### src/rtl/jtopl_csr_q_if.sv
// Register-interface bus for jtopl_csr_q: a queued masked write port and a
// slot-addressed read port, each with its own busy/done handshake.
interface jtopl_csr_q_if #(
  parameter int SLOTW = 5
);
  logic             wr_req;
  logic [SLOTW-1:0] wr_slot;
  logic [2:0]       wr_reg;
  logic [7:0]       wr_mask;
  logic [7:0]       din;
  logic             wr_busy;
  logic             wr_done;
  logic             wr_err;

  logic             rd_req;
  logic [SLOTW-1:0] rd_slot;
  logic [2:0]       rd_reg;
  logic             rd_busy;
  logic             rd_valid;
  logic [7:0]       rd_data;
  logic             rd_err;

  modport master (
    output wr_req, wr_slot, wr_reg, wr_mask, din,
    input  wr_busy, wr_done, wr_err,
    output rd_req, rd_slot, rd_reg,
    input  rd_busy, rd_valid, rd_data, rd_err
  );

  modport slave (
    input  wr_req, wr_slot, wr_reg, wr_mask, din,
    output wr_busy, wr_done, wr_err,
    input  rd_req, rd_slot, rd_reg,
    output rd_busy, rd_valid, rd_data, rd_err
  );
endinterface

### src/rtl/jtopl_csr_q.sv
// Operator circular shift register holding NREG bytes per slot for STAGES
// slots, with a depth-1 masked write queue and a slot-addressed readback.
module jtopl_csr_q #(
  parameter int STAGES = 18,
  parameter int NREG   = 5,
  parameter int SLOTW  = 5
) (
  input  logic                clk,
  input  logic                rst_n,
  input  logic                cen,
  output logic [8*NREG-1:0]   shift_out,
  output logic [SLOTW-1:0]    cur_slot,
  jtopl_csr_q_if.slave        bus
);
  localparam int W = 8 * NREG;

  localparam logic [0:0] IDLE = 1'b0;
  localparam logic [0:0] PEND = 1'b1;

  // Head of the ring is ring[0]; words move towards index 0 on each cen.
  logic [W-1:0]     ring [STAGES];
  logic [W-1:0]     next_word;

  logic [0:0]       wr_state;
  logic [SLOTW-1:0] wr_slot_q;
  logic [2:0]       wr_reg_q;
  logic [7:0]       wr_mask_q;
  logic [7:0]       wr_data_q;
  logic             wr_legal;
  logic             wr_apply;

  logic [0:0]       rd_state;
  logic [SLOTW-1:0] rd_slot_q;
  logic [2:0]       rd_reg_q;
  logic             rd_legal;
  logic             rd_capture;
  logic [7:0]       rd_byte;

  assign shift_out = ring[0];

  assign wr_legal   = (32'(bus.wr_slot) < STAGES) && (32'(bus.wr_reg) < NREG);
  assign rd_legal   = (32'(bus.rd_slot) < STAGES) && (32'(bus.rd_reg) < NREG);
  assign wr_apply   = (wr_state == PEND) && cen && (cur_slot == wr_slot_q);
  assign rd_capture = (rd_state == PEND) && cen && (cur_slot == rd_slot_q);

  // NOTE: every always_comb output gets a default first, so no path can
  // leave it unassigned and infer a latch.
  always_comb begin
    next_word = ring[0];
    if (wr_apply) begin
      for (int k = 0; k < NREG; k++) begin
        if (wr_reg_q == 3'(k)) begin
          next_word[8*k +: 8] = (ring[0][8*k +: 8] & ~wr_mask_q) |
                                (wr_data_q & wr_mask_q);
        end
      end
    end
  end

  // Readback taps next_word so a write landing in the same cycle is seen.
  always_comb begin
    rd_byte = 8'h00;
    for (int k = 0; k < NREG; k++) begin
      if (rd_reg_q == 3'(k)) rd_byte = next_word[8*k +: 8];
    end
  end

  // NOTE: the ring is cleared on reset like any other register; this is a
  // flop array, not a RAM, and the operators must start from known state.
  // NOTE: sequential state uses non-blocking assignments only, so every
  // stage of the shift samples its neighbour's pre-edge value.
  always_ff @(posedge clk or negedge rst_n) begin
    if (!rst_n) begin
      for (int i = 0; i < STAGES; i++) ring[i] <= '0;
      cur_slot <= '0;
    end else if (cen) begin
      for (int i = 0; i < STAGES - 1; i++) ring[i] <= ring[i+1];
      ring[STAGES-1] <= next_word;
      cur_slot <= (cur_slot == SLOTW'(STAGES - 1)) ? '0 : cur_slot + 1'b1;
    end
  end

  // Write queue: illegal requests complete with an error without ever
  // occupying the queue, so wr_busy stays low for them.
  always_ff @(posedge clk or negedge rst_n) begin
    if (!rst_n) begin
      wr_state    <= IDLE;
      wr_slot_q   <= '0;
      wr_reg_q    <= '0;
      wr_mask_q   <= '0;
      wr_data_q   <= '0;
      bus.wr_busy <= 1'b0;
      bus.wr_done <= 1'b0;
      bus.wr_err  <= 1'b0;
    end else begin
      bus.wr_done <= 1'b0;
      bus.wr_err  <= 1'b0;
      case (wr_state)
        IDLE: begin
          if (bus.wr_req) begin
            if (wr_legal) begin
              wr_slot_q   <= bus.wr_slot;
              wr_reg_q    <= bus.wr_reg;
              wr_mask_q   <= bus.wr_mask;
              wr_data_q   <= bus.din;
              wr_state    <= PEND;
              bus.wr_busy <= 1'b1;
            end else begin
              bus.wr_done <= 1'b1;
              bus.wr_err  <= 1'b1;
            end
          end
        end
        PEND: begin
          if (wr_apply) begin
            wr_state    <= IDLE;
            bus.wr_busy <= 1'b0;
            bus.wr_done <= 1'b1;
          end
        end
        default: wr_state <= IDLE;
      endcase
    end
  end

  always_ff @(posedge clk or negedge rst_n) begin
    if (!rst_n) begin
      rd_state     <= IDLE;
      rd_slot_q    <= '0;
      rd_reg_q     <= '0;
      bus.rd_busy  <= 1'b0;
      bus.rd_valid <= 1'b0;
      bus.rd_err   <= 1'b0;
      bus.rd_data  <= '0;
    end else begin
      bus.rd_valid <= 1'b0;
      bus.rd_err   <= 1'b0;
      case (rd_state)
        IDLE: begin
          if (bus.rd_req) begin
            if (rd_legal) begin
              rd_slot_q   <= bus.rd_slot;
              rd_reg_q    <= bus.rd_reg;
              rd_state    <= PEND;
              bus.rd_busy <= 1'b1;
            end else begin
              bus.rd_valid <= 1'b1;
              bus.rd_err   <= 1'b1;
            end
          end
        end
        PEND: begin
          if (rd_capture) begin
            rd_state     <= IDLE;
            bus.rd_busy  <= 1'b0;
            bus.rd_valid <= 1'b1;
            bus.rd_data  <= rd_byte;
          end
        end
        default: rd_state <= IDLE;
      endcase
    end
  end
endmodule

### src/flat_wrapper.sv
// flat-port wrapper written by rule: the top's interface ports become plain ports
module jtopl_csr_q_flat 
#(
  parameter int STAGES = 18,
  parameter int NREG   = 5,
  parameter int SLOTW  = 5
)
  (clk, rst_n, cen, shift_out, cur_slot, bus_wr_req, bus_wr_slot, bus_wr_reg, bus_wr_mask, bus_din, bus_wr_busy, bus_wr_done, bus_wr_err, bus_rd_req, bus_rd_slot, bus_rd_reg, bus_rd_busy, bus_rd_valid, bus_rd_data, bus_rd_err);
  jtopl_csr_q_if #(.SLOTW(SLOTW)) bus_i ();
  input  logic clk;
  input  logic rst_n;
  input  logic cen;
  output logic [8*NREG-1:0] shift_out;
  output logic [SLOTW-1:0] cur_slot;
  input wire logic [$bits(bus_i.wr_req)-1:0] bus_wr_req;
  input wire logic [$bits(bus_i.wr_slot)-1:0] bus_wr_slot;
  input wire logic [$bits(bus_i.wr_reg)-1:0] bus_wr_reg;
  input wire logic [$bits(bus_i.wr_mask)-1:0] bus_wr_mask;
  input wire logic [$bits(bus_i.din)-1:0] bus_din;
  output wire logic [$bits(bus_i.wr_busy)-1:0] bus_wr_busy;
  output wire logic [$bits(bus_i.wr_done)-1:0] bus_wr_done;
  output wire logic [$bits(bus_i.wr_err)-1:0] bus_wr_err;
  input wire logic [$bits(bus_i.rd_req)-1:0] bus_rd_req;
  input wire logic [$bits(bus_i.rd_slot)-1:0] bus_rd_slot;
  input wire logic [$bits(bus_i.rd_reg)-1:0] bus_rd_reg;
  output wire logic [$bits(bus_i.rd_busy)-1:0] bus_rd_busy;
  output wire logic [$bits(bus_i.rd_valid)-1:0] bus_rd_valid;
  output wire logic [$bits(bus_i.rd_data)-1:0] bus_rd_data;
  output wire logic [$bits(bus_i.rd_err)-1:0] bus_rd_err;
  assign bus_i.wr_req = bus_wr_req;
  assign bus_i.wr_slot = bus_wr_slot;
  assign bus_i.wr_reg = bus_wr_reg;
  assign bus_i.wr_mask = bus_wr_mask;
  assign bus_i.din = bus_din;
  assign bus_wr_busy = bus_i.wr_busy;
  assign bus_wr_done = bus_i.wr_done;
  assign bus_wr_err = bus_i.wr_err;
  assign bus_i.rd_req = bus_rd_req;
  assign bus_i.rd_slot = bus_rd_slot;
  assign bus_i.rd_reg = bus_rd_reg;
  assign bus_rd_busy = bus_i.rd_busy;
  assign bus_rd_valid = bus_i.rd_valid;
  assign bus_rd_data = bus_i.rd_data;
  assign bus_rd_err = bus_i.rd_err;
  jtopl_csr_q #(.STAGES(STAGES), .NREG(NREG), .SLOTW(SLOTW)) u_core (.clk(clk), .rst_n(rst_n), .cen(cen), .shift_out(shift_out), .cur_slot(cur_slot), .bus(bus_i));
endmodule
### config.mk
export PLATFORM = sky130hd
export DESIGN_NAME = jtopl_csr_q_flat
export DESIGN_NICKNAME = d
export VERILOG_FILES = /design/src/rtl/jtopl_csr_q_if.sv /design/src/rtl/jtopl_csr_q.sv /design/src/flat_wrapper.sv
export SDC_FILE = /design/constraint.sdc
export NUM_CORES = 1
export LEC_CHECK = 0
export CORE_UTILIZATION = 56
export CTS_BUF_LIST = sky130_fd_sc_hd__clkbuf_16
export CTS_CLUSTER_DIAMETER = 100
export DETAILED_ROUTE_END_ITERATION = 10
export PLACE_DENSITY = 0.79
export SETUP_SLACK_MARGIN = 0.15
export SYNTH_ARGS = -nofsm -noshare
export SYNTH_HDL_FRONTEND = slang
export SYNTH_SLANG_ARGS = --single-unit
### constraint.sdc
create_clock -name clk -period 8.2 [get_ports clk]
set_clock_uncertainty 0.15 [all_clocks]
set_input_delay 1.64 -clock clk [delete_from_list [all_inputs] [get_ports clk]]
set_output_delay 1.64 -clock clk [all_outputs]
set_load 0.05 [all_outputs]
==> results.py <==
metrics = {
    "critical_path": {
        "path_delay_family": "buffers and inverters",
        "end_kind": "flop",
        "crit_path_max_incr_delay_ns": 0.72,
        "cp-start-kind": "primary input",
        "critPathMaxFanout": 226,
        "crit_type": "primary input to flop",
        "crit_top_cell": "buf_12",
        "crit_buf_inv": 3,
        "cp_data_arrival_time_ns": 4.59,
        "crit_chain": "buf_8 -> buf_12 -> buf_12 -> mux2_2",
        "cp_data_required_time_ns": 8.53,
        "cp_slowest_cell": "buf_12",
    },
    "global_route": {
        "grt_overflow": 0,
        "antenna_found_initial": 1,
        "grt_max_degree": 227,
        "grtUsageTotal_pct": 20.8,
        "first_global_vias": 16300,
        "grt_pass1_wl_microns": 90500,
    },
    "synthesis": {
        "synthArstFlopShare_pct": 100,
        "synth_edf_count": 0,
        "yosysSeqAreaShare_pct": 63.7,
        "syn_nets": 2033,
        "synth_area_per_cell_sq_um": 15.2,
        "ys_warn_count": 0,
        "synth.area.top_cells": "dfrtp_1, mux2_2, clkbuf_1, buf_4, mux2i_1",
        "synth_cell_types": 52,
        "synth_largest_area_cell": "dfrtp_1",
        "synth-seq-cells": 773,
        "yosysMostFrequentCell": "dfrtp_1",
        "synth_common_cells": "dfrtp_1, mux2_2, clkbuf_1",
        "synthesis.area_sq_mm": 0.0304,
        "synth_top_area_share_pct": 63.7,
        "synthCells": 1994,
        "synthFlopType": "dfrtp_1",
    },
    "placement": {
        "pre_cts_ws_ns": 3.43,
        "place_congestion": 0.888,
        "portBuffers": 95,
        "place_inst": 2638,
        "dp_hpwl_microns": 35000,
    },
    "power_and_ir_drop": {
        "finalPower_uw": 12600,
        "p_comb_share_pct": 23.0,
        "power.density_mw_per_mm2": 371,
        "vdd_ir_drop_max_mv": 0.193,
        "internal-power_uw": 8810,
        "p_seq_share_pct": 50.5,
        "net-switching-power_uw": 3840,
        "leakagePower_uw": 0.0154,
        "clock_power_share_pct": 26.4,
        "swShare_pct": 30.4,
    },
    "clock_tree": {
        "cts_tree": "yes",
        "h-tree-depth": 3,
        "numCtsBuffers": 77,
        "clock-root-buffer": "clkbuf_16",
        "hold_buffers": 0,
        "path_clk_slew_ns": 0.06,
        "cts.sinks": 773,
        "insertion_delay_ns": 0.61,
        "postCtsSetupBuffers": 0,
        "post_cts_resized": 0,
        "clock_path_buffers": 3,
    },
    "sta": {
        "min_period_over_period_pct": 52.0,
        "setup_ws_ns": 3.94,
        "max_slew_margin_pct": 18.5,
        "fmax_ghz": 0.235,
        "worst_pin_slew_ns": 1.22,
        "hold_violations": 0,
        "slew_violations": 0,
        "finalCriticalPeriod_ns": 4.26,
        "grt_setup_unrepaired": "no",
        "setup-tns-final_ns": 0,
        "setup_viol": 0,
    },
    "floorplanning": {
        "fp-row-count": 84,
        "start_util_pct": 57.2,
        "die_w_microns": 235,
        "dieHeight_microns": 235,
        "ioPinCount": 96,
        "core_sq_mm": 0.0531,
        "dieArea_sq_mm": 0.0552,
    },
    "worst_hold_path": {
        "hp-class": "flop to flop",
    },
    "cells_and_area": {
        "area_delta_synth_final_pct": 12.2,
        "drive_gt1_share_pct": 41.5,
        "final_cell_count_no_fill": 2778,
        "nets": 2068,
    },
    "route": {
        "wl_per_cell_microns": 19.9,
        "vias": 15600,
        "wl_microns": 55200,
        "vias_per_cell": 5.62,
        "dr.pass1.iters": 5,
        "drc_errors": 0,
        "detail_route.iter0.violations": 1021,
        "drtAntennaViolNets": 0,
    },
    "outcome": {
        "outcome": "completed",
    },
    "flow_run": {
        "maxCapViolations": 0,
    },
}
-- worst paths after layout --
kind	start	cells past startpoint	endpoint	slack, ns
worst max register to register	u_core.cur_slot[2]	7	u_core.bus.rd_data[4]	4.98
worst min-delay path	u_core.ring[587]	1	u_core.ring[627]	0.34
max in group asynchronous	rst_n	2	u_core.wr_slot_q[1]	5.28
worst max-delay path	cen	4	u_core.ring[302]	3.94
min in group asynchronous	rst_n	1	u_core.ring[173]	0.97
worst min register to register	u_core.ring[587]	1	u_core.ring[627]	0.34
-- final cells by class --
type | instances | area [sq um]
antenna | 1 | 2.50
clock buffer | 81 | 2030
clock inverter | 58 | 402
fill | 3736 | 19000
inverter | 11 | 41.3
multi-input combinational | 1053 | 10200
sequential | 773 | 19300
tap | 688 | 861
timing repair buffer | 113 | 1160
-- metal layers --
| layer | global-route usage (%) | vias to the layer above | wire length, microns |
|---|---|---|---|
| met3 | 4.62 | 102 | 3130 |
| li1 | - | 7113 | - |
| met5 | 0 | - | 0 |
| met1 | 30.3 | 8082 | 25500 |
| met2 | 31.5 | 320 | 25200 |
| met4 | 6.60 | 0 | 1390 |
-- cell families (layout without fill, tap and decap cells) --
| family | count (synthesis) | after routing | share of synthesized area, % |
|---|---|---|---|
| buf+inv | 168 | 263 | 2.64 |
| compound gates | 99 | 99 | 2.22 |
| other cells | 0 | 1 | 0 |
| mux | 752 | 752 | 27.8 |
| simple gates | 188 | 188 | 3.23 |
| xor+xnor | 12 | 12 | 0.346 |
| flops | 773 | 773 | 63.7 |
| fa+ha+maj | 2 | 2 | 0.0824 |
-- power groups by stage --
stage          Sequential [uW]  Clock (uW)  Combinational [uW]
2_1_floorplan             6050           0                2260
3_3_place_gp              6350           0                2810
3_5_place_dp              6450           0                2920
4_1_cts                   6400        3440                2950
5_1_grt                   6600        3590                3150
6_report                  6390        3340                2910
-- placed cells by master, fill, tap and decap left out, drive strengths merged, types with 3 or more instances in the layout --
cell / synthesis / layout
nor4: 12 / 12
o41ai: 7 / 7
nand3b: 4 / 4
nor2b: 7 / 7
and3b: 3 / 3
buf: 49 / 20
nand3: 12 / 12
bufinv: 0 / 5
o211ai: 3 / 3
a31oi: 11 / 11
nand4: 21 / 21
xnor2: 4 / 4
a31o: 9 / 9
and3: 4 / 4
clkbuf: 108 / 81
dfrtp: 773 / 773
o221a: 5 / 5
inv: 10 / 27
xor2: 8 / 8
a21oi: 36 / 36
mux2i: 30 / 30
or4: 3 / 3
nor2: 58 / 58
clkdlybuf4s50: 0 / 93
o221ai: 6 / 6
nand2b: 16 / 16
nor3: 7 / 7
o31ai: 4 / 4
mux2: 722 / 722
nand2: 31 / 31
o21ai: 9 / 9
clkinv: 1 / 36
and2: 3 / 3
-- per-stage QoR --
step | utilization (%) | hold WS (ns) | area, sq um
5_1_grt | 64.2 | 0.361 | 34100
4_1_cts | 64.2 | 0.346 | 34100
3_3_place_gp | 59.6 | 0.331 | 31600
3_5_place_dp | 59.6 | 0.338 | 31600
6_report | 64.2 | 0.341 | 34100
2_1_floorplan | - | 0.310 | 30400
-- worst register-to-register path, stage by stage, from the launching register on --
cell and delay, ns:
dfrtp_1 0.58, xor2_1 0.18, or4_1 0.53, buf_4 0.27
nor4_1 0.35, mux2_2 0.38, a2111oi_0 0.44, a221oi_1 0.18
-- flip-flops by register name, summed over array words and instances (netlist names) --
signal,flops
u_core.bus.rd_busy,1
u_core.bus.rd_data,8
u_core.bus.rd_err,1
u_core.bus.rd_valid,1
u_core.bus.wr_busy,1
u_core.bus.wr_done,1
u_core.bus.wr_err,1
u_core.cur_slot,5
u_core.rd_reg_q,3
u_core.rd_slot_q,5
u_core.rd_state,1
u_core.ring,680
u_core.shift_out,40
u_core.wr_data_q,8
u_core.wr_mask_q,8
u_core.wr_reg_q,3
u_core.wr_slot_q,5
u_core.wr_state,1
Power figures use the tool's default switching activity.
